File: src/rtl/cpu1_mem_arb_pkg.sv
// Shared definitions for the CPU1 on-chip RAM arbiter.
//   ARB_ADDR_W / ARB_DATA_W / ARB_BE_W : default word-address, data and byteenable widths
//   master_id_t : index of a requesting master (0 = Nios data master, 1 = event-logger DMA)
//   rsp_tag_t   : one slot of the read-response tracker (valid + issuing master)
package cpu1_mem_arb_pkg;

    localparam int ARB_ADDR_W = 10;
    localparam int ARB_DATA_W = 32;
    localparam int ARB_BE_W   = ARB_DATA_W / 8;

    typedef logic master_id_t;

    typedef struct packed {
        logic       valid;
        master_id_t id;
    } rsp_tag_t;

endpackage

File: src/rtl/cpu1_rsp_tag_pipe.sv
// Read-response tag delay line. Each cycle one tag enters; it leaves DEPTH cycles
// later, lined up with the RAM's read data for the command that produced it.
//   clk     : clock
//   clear   : synchronous clear, empties every slot (drops in-flight reads)
//   tag_in  : tag for the command issued this cycle (valid=0 when not a read)
//   tag_out : tag whose read data is on the RAM output this cycle
module cpu1_rsp_tag_pipe
    import cpu1_mem_arb_pkg::*;
#(
    parameter int unsigned DEPTH = 1
) (
    input  logic     clk,
    input  logic     clear,
    input  rsp_tag_t tag_in,
    output rsp_tag_t tag_out
);

    rsp_tag_t stage [DEPTH];

    always_ff @(posedge clk) begin
        if (clear) begin
            for (int unsigned i = 0; i < DEPTH; i++) begin
                stage[i] <= '0;
            end
        end else begin
            stage[0] <= tag_in;
            for (int unsigned i = 1; i < DEPTH; i++) begin
                stage[i] <= stage[i - 1];
            end
        end
    end

    assign tag_out = stage[DEPTH - 1];

endmodule

File: src/rtl/cpu1_onchip_mem_arbiter.sv
// Round-robin arbiter sharing the single-port on-chip RAM between the Nios data
// master (m0) and the alarm event-logger DMA (m1). Arbitration is zero-cycle: the
// granted command drives mem_* in the same cycle it is accepted. Read responses are
// routed back to the issuing master through a tag pipe matching the RAM latency.
//   m0_* / m1_*  : Avalon-MM slave ports (address, byteenable, read, write, writedata,
//                  waitrequest, readdata, readdatavalid)
//   mem_*        : RAM command port (address, byteenable, chipselect, write, writedata,
//                  clken tied high) and read data input mem_readdata
module cpu1_onchip_mem_arbiter
    import cpu1_mem_arb_pkg::*;
#(
    parameter int ADDR_W       = ARB_ADDR_W,
    parameter int DATA_W       = ARB_DATA_W,
    parameter int BE_W         = ARB_BE_W,
    parameter int READ_LATENCY = 1
) (
    input  logic              clk,
    input  logic              reset,

    input  logic [ADDR_W-1:0] m0_address,
    input  logic [BE_W-1:0]   m0_byteenable,
    input  logic              m0_read,
    input  logic              m0_write,
    input  logic [DATA_W-1:0] m0_writedata,
    output logic              m0_waitrequest,
    output logic [DATA_W-1:0] m0_readdata,
    output logic              m0_readdatavalid,

    input  logic [ADDR_W-1:0] m1_address,
    input  logic [BE_W-1:0]   m1_byteenable,
    input  logic              m1_read,
    input  logic              m1_write,
    input  logic [DATA_W-1:0] m1_writedata,
    output logic              m1_waitrequest,
    output logic [DATA_W-1:0] m1_readdata,
    output logic              m1_readdatavalid,

    output logic [ADDR_W-1:0] mem_address,
    output logic [BE_W-1:0]   mem_byteenable,
    output logic              mem_chipselect,
    output logic              mem_write,
    output logic [DATA_W-1:0] mem_writedata,
    output logic              mem_clken,
    input  logic [DATA_W-1:0] mem_readdata
);

    master_id_t prio;
    master_id_t gnt_id;
    logic       req0;
    logic       req1;
    logic       gnt0;
    logic       gnt1;
    logic       accept;
    rsp_tag_t   tag_in;
    rsp_tag_t   tag_out;

    // Grant: a lone requester always wins; under contention the favoured master wins.
    always_comb begin
        req0 = m0_read | m0_write;
        req1 = m1_read | m1_write;
        gnt0 = 1'b0;
        gnt1 = 1'b0;
        if (!reset) begin
            gnt0 = req0 & (~req1 | (prio == 1'b0));
            gnt1 = req1 & (~req0 | (prio == 1'b1));
        end
        accept = gnt0 | gnt1;
        gnt_id = gnt1;
    end

    assign m0_waitrequest = reset | (req0 & ~gnt0);
    assign m1_waitrequest = reset | (req1 & ~gnt1);

    // Write wins over read when a master raises both, so only the write strobe is muxed.
    always_comb begin
        mem_chipselect = accept;
        mem_write      = gnt1 ? m1_write : (gnt0 & m0_write);
        mem_address    = gnt1 ? m1_address : m0_address;
        mem_writedata  = gnt1 ? m1_writedata : m0_writedata;
        mem_byteenable = '1;
        if (mem_write) begin
            mem_byteenable = gnt1 ? m1_byteenable : m0_byteenable;
        end
    end

    assign mem_clken = 1'b1;

    // After every acceptance the other master becomes favoured.
    always_ff @(posedge clk) begin
        if (reset) begin
            prio <= 1'b0;
        end else if (accept) begin
            prio <= ~gnt_id;
        end
    end

    always_comb begin
        tag_in.valid = accept & ~mem_write;
        tag_in.id    = gnt_id;
    end

    cpu1_rsp_tag_pipe #(
        .DEPTH (READ_LATENCY)
    ) u_tag_pipe (
        .clk     (clk),
        .clear   (reset),
        .tag_in  (tag_in),
        .tag_out (tag_out)
    );

    // The tail slot is only cleared at the reset edge, so gate with reset directly.
    assign m0_readdatavalid = ~reset & tag_out.valid & (tag_out.id == 1'b0);
    assign m1_readdatavalid = ~reset & tag_out.valid & (tag_out.id == 1'b1);
    assign m0_readdata      = mem_readdata;
    assign m1_readdata      = mem_readdata;

endmodule
File: config.mk
export PLATFORM = sky130hd
export DESIGN_NAME = cpu1_onchip_mem_arbiter
export DESIGN_NICKNAME = d
export VERILOG_FILES = /design/src/rtl/cpu1_mem_arb_pkg.sv /design/src/rtl/cpu1_rsp_tag_pipe.sv /design/src/rtl/cpu1_onchip_mem_arbiter.sv
export SDC_FILE = /design/constraint.sdc
export NUM_CORES = 1
export LEC_CHECK = 0
export ABC_AREA = 0
export CAP_MARGIN = 20
export CORE_AREA = 3 3 95 97
export CTS_BUF_LIST = sky130_fd_sc_hd__clkbuf_8
export DETAILED_ROUTE_END_ITERATION = 7
export DIE_AREA = 0 0 98 100
export GPL_ROUTABILITY_DRIVEN = 0
export GPL_TIMING_DRIVEN = 0
export PLACE_DENSITY = 0.71
export SYNTH_ARGS = -nofsm -noshare
export SYNTH_HDL_FRONTEND = slang
export SYNTH_SLANG_ARGS = --single-unit
File: constraint.sdc
create_clock -name clk -period 4.05 [get_ports clk]
set_clock_uncertainty 0.15 [all_clocks]
set_input_delay 0.405 -clock clk [delete_from_list [all_inputs] [get_ports clk]]
set_output_delay 0.405 -clock clk [all_outputs]
set_load 0.01 [all_outputs]
**Word-level counts from Yosys, hierarchy flattened**

Memory sizes are Yosys's and may differ from the RTL's.
Cells that the tools add are included.

- Register bits after elaboration: 1
- RAM bits: 2
- Input bits: 130
- Output and inout port bits: 117
- Memories: 1

- Muxes and demuxes: 12
- Bitwise gates (word level): 24
- Reductions and logical operators: 1

Memories:

| memory | depth | bits a word | rd ports | clocked after memory_dff | wr ports | RTL line | source |
|---|---|---|---|---|---|---|---|
| u_tag_pipe.stage | 1 | 2 | 1 | 0 | 1 | cpu1_rsp_tag_pipe.sv:18 | `rsp_tag_t stage [DEPTH];` |

Operator list:

| kind | count |
|---|---|
| 32-bit 2-to-1 mux | 1 |
| 10-bit 2-to-1 mux | 1 |
| 1-bit bitwise AND | 9 |
| 4-bit 2-to-1 mux | 2 |
| 1-bit inverter | 8 |
| 1-bit 2-to-1 mux | 7 |
| 1-bit OR | 7 |
| 2-bit 2-to-1 mux | 1 |
| 2-bit OR reduction | 1 |

**Longest topological paths before layout**

- Depth in word-level cells: 10
- Gate-level depth with buffers: 5
- Mapped depth without buffers: 3

**Modules after synthesis**

A second synthesis with hierarchy kept.

- Cell total of the unflattened synthesis: 149
- Area total of the unflattened synthesis: 1,330.0 µm²

By module, submodules not included:

| module | times used | cells an instance | area each (µm²) | seq. area each (µm²) |
|---|---|---|---|---|
| cpu1_onchip_mem_arbiter | 1 | 145 | 1,277.5 | 20.0 |
| cpu1_rsp_tag_pipe | 1 | 4 | 52.6 | 40.0 |

**Least setup slack after synthesis**

No wires, ideal clock.

- Path kind: input to output
- Start: in m0_write
- End: out mem_writedata[26]
- Data arrival time: 1,421 ps
- Required time: 3,495 ps
- Slack: 2,074 ps
- Stages on the path: 5
- Path buffers: 2
- Cells stage by stage: o21bai_2 > and2_4 > buf_6 > buf_6 > mux2_4

- Cells in the longest elaborated chain, start to end: 6

Ends and longest elaborated chain:

| what | RTL line | source |
|---|---|---|
| start, declared | cpu1_onchip_mem_arbiter.sv:23 | `input logic m0_write,` |
| 1-bit OR | cpu1_onchip_mem_arbiter.sv:59 | `req0 = m0_read \| m0_write;` |
| 1-bit inverter | cpu1_onchip_mem_arbiter.sv:65 | `gnt1 = req1 & (~req0 \| (prio == 1'b1));` |
| 1-bit OR | cpu1_onchip_mem_arbiter.sv:65 |  |
| 1-bit bitwise AND | cpu1_onchip_mem_arbiter.sv:65 |  |
| 1-bit 2-to-1 mux | cpu1_onchip_mem_arbiter.sv:63 | `if (!reset) begin` |
| 32-bit 2-to-1 mux | cpu1_onchip_mem_arbiter.sv:79 | `mem_writedata = gnt1 ? m1_writedata : m0_writedata;` |
| end, declared | cpu1_onchip_mem_arbiter.sv:42 | `output logic [DATA_W-1:0] mem_writedata,` |

No other way between the ends.

**Final worst setup path**

- Start: in reset
- End: out mem_writedata[27]

- Cells in the longest elaborated chain, start to end: 2

Ends and longest elaborated chain:

| what | RTL line | source |
|---|---|---|
| start, declared | cpu1_onchip_mem_arbiter.sv:18 | `input logic reset,` |
| 1-bit 2-to-1 mux | cpu1_onchip_mem_arbiter.sv:63 |  |
| 32-bit 2-to-1 mux | cpu1_onchip_mem_arbiter.sv:79 |  |

No other way between the ends.

==> results.cfg <==
[run_status]
outcome = finished clean

[power]
powerDensity_nw_per_um2 = 149
seq_power_share = 0.061
power.share.combinational = 0.784
p_leak_uw = 0.00157
internal_power_uw = 403
switching_share = 0.270
vdd_drop_max_v = 0.000106
power_switching_uw = 149
pwr-share-clk = 0.155

[logic_synthesis]
synthArstFlopShare = 0
synth_top_family_by_area = buffers and inverters
synth-simple-area-share = 0.0523
synth_top_cell_area_share = 0.352
netlist_top_cells_count = buf_4, mux2_4, mux2_2
syn_inst = 147
ys_types = 25
synthAdderAreaFrac = 0
synth_compound_area_frac = 0.0785
netlist_area_um2 = 1390
ys_ff_latch = 3
yosysTopAreaCell = buf_4
ys_top_cells_by_area = buf_4, mux2_4, mux2_2
synth_xor_area_frac = 0
synth-main-ff-cell = dfxtp_1
syn-num-nets = 277
ys_warn_count = 0
ys_seq_area_frac = 0.0433
synth_edf_count = 0
syn_avg_cell_area_um2 = 9.43
synth.area.mux_share = 0.409
synth.most_common_cell = buf_4

[global_route]
antenna_found_initial = 0
grt_pass1_wl_um = 8830
grt_pass1_vias = 1798
overflow = 0
grt_usage = 0.109
grt_start_max_net_pins = 11

[clock_network]
clock_latency_ns = 0.22
post_cts_resized = 0
path_clk_slew_ns = 0.03
cts_sinks = 3
cts_buffers = 3
htree_levels = 1
cts_setup_buffers = 0
clockRootBuffer = clkbuf_8
cts.path.max_buffers = 2
cts_tree = built
cts-hold-fix-buffers = 0

[layout]
multi_input_area_um2 = 752
area.growth.synth_to_final_pct = 167
finalNetCount = 495
diodes = 0
seqCellArea_um2 = 60.1
drive_above_1_share = 0.324
nFillCells = 799

[sta]
fin_crit_sh = 0.766
period_minus_slack_ns = 3.10
finalMaxSlewViolations = 0
hold_viol = 0
holdWs_ns = 0.353
rsz0062_at_grt = no
setup_viol = 0
setup_tns_ns = 0
max_freq_ghz = 0.322

[placement]
dp_hpwl_um = 5540
numPortBuffers = 213

[die]
fp.coreArea_um2 = 8220
num_io_pins = 247
initial_utilization = 0.169
row_count = 33
die_area_um2 = 9800
fp.dieH_um = 100
die_x_um = 98

[critical_path]
cp_max_fo = 10
worstSetupPathType = primary input to output port
crit_arrival_ns = 2.55
required_ns = 3.49
startpoint_type = primary input
cp-end-kind = output port

[drt]
first_iter_violations = 7
avgViaCountPerCell = 3.80
route.detailed.drc = 0
drtAntennaViolNets = 0
detailroute.via_count = 1781
wl_per_cell_um = 12.9
dr.pass1.iters = 4
drt-total-wl_um = 6040

[job]
cap_violations = 0

[hold_path]
hp-class = register to register
## registers in the layout, indices dropped and copies added (netlist names)
signal / cells
u_tag_pipe.stage: 2
prio: 1
## cells by family (layout without fill, tap and decap cells)
logic type / count (synthesis) / after routing
other: 1 / 1
buffers and inverters: 75 / 292
flip-flops: 3 / 3
AND/OR/NAND/NOR: 13 / 13
AO/OA/AOI/OAI: 13 / 13
multiplexers: 42 / 42
## area by class of cell
type                            count  share of cell area
Buffer                             70               0.150
Tap cell                          105              0.0356
Sequential cell                     3              0.0163
Clock buffer                        3              0.0112
Inverter                            5             0.00508
Clock inverter                      1             0.00102
Multi-Input combinational cell     69               0.204
Timing Repair Buffer              213               0.577
## critical path, cell delays in order
cell             delay, ns
clkdlybuf4s50_1       0.53
o21ba_4               0.31
and2_4                0.15
buf_6                 0.17
buf_6                 0.18
mux2_4                0.30
clkdlybuf4s50_1       0.49
## worst paths after layout
kind,start,endpoint,slack [ns],cells past startpoint
worst max-delay path,reset,mem_writedata[27],0.95,7
worst min-delay path,prio,prio,0.35,2
worst max register to register,prio,u_tag_pipe.stage[0][0],2.68,4
worst min register to register,prio,prio,0.35,2
## routing by layer
metal	GRT usage	part of all wire	up-vias
met5	0	0	-
met4	0.0224	0.0081	0
met3	0.0229	0.090	4
met2	0.214	0.55	122
met1	0.120	0.35	788
li1	-	-	867
## stage by stage
stage	worst slack, ns	total power [uW]	area (um^2)	utilization	std cells
after global placement	0.934	467	3650	0.444	465
after floorplan	2.07	215	1390	-	147
final	0.946	551	3690	0.450	469
after global routing	0.843	582	3690	0.450	469
after detailed placement	0.921	471	3650	0.444	465
after CTS	0.915	561	3690	0.450	469
## power by group through the flow
| stage | sequential (uW) | clock (uW) | combinational (uW) |
|---|---|---|---|
| floorplan | 33.6 | 0 | 182 |
| CTS | 33.6 | 88.6 | 438 |
| detailed placement | 34.0 | 0 | 437 |
| finish | 33.6 | 85.5 | 432 |
| global placement | 33.9 | 0 | 433 |
| global route | 33.8 | 91.5 | 457 |
## cells in the final DEF (no fill, tap or decap), types with 2 or more instances in the layout
cell and n:
a21o_1 2, a21oi_1 2, buf_12 2, buf_4 65, buf_6 2, clkbuf_8 3
clkdlybuf4s50_1 213, dfxtp_1 3, inv_1 6, mux2_2 17, mux2_4 25, nand3_1 4
nor2_1 3, o2111ai_1 4
Power figures use the tool's default switching activity.
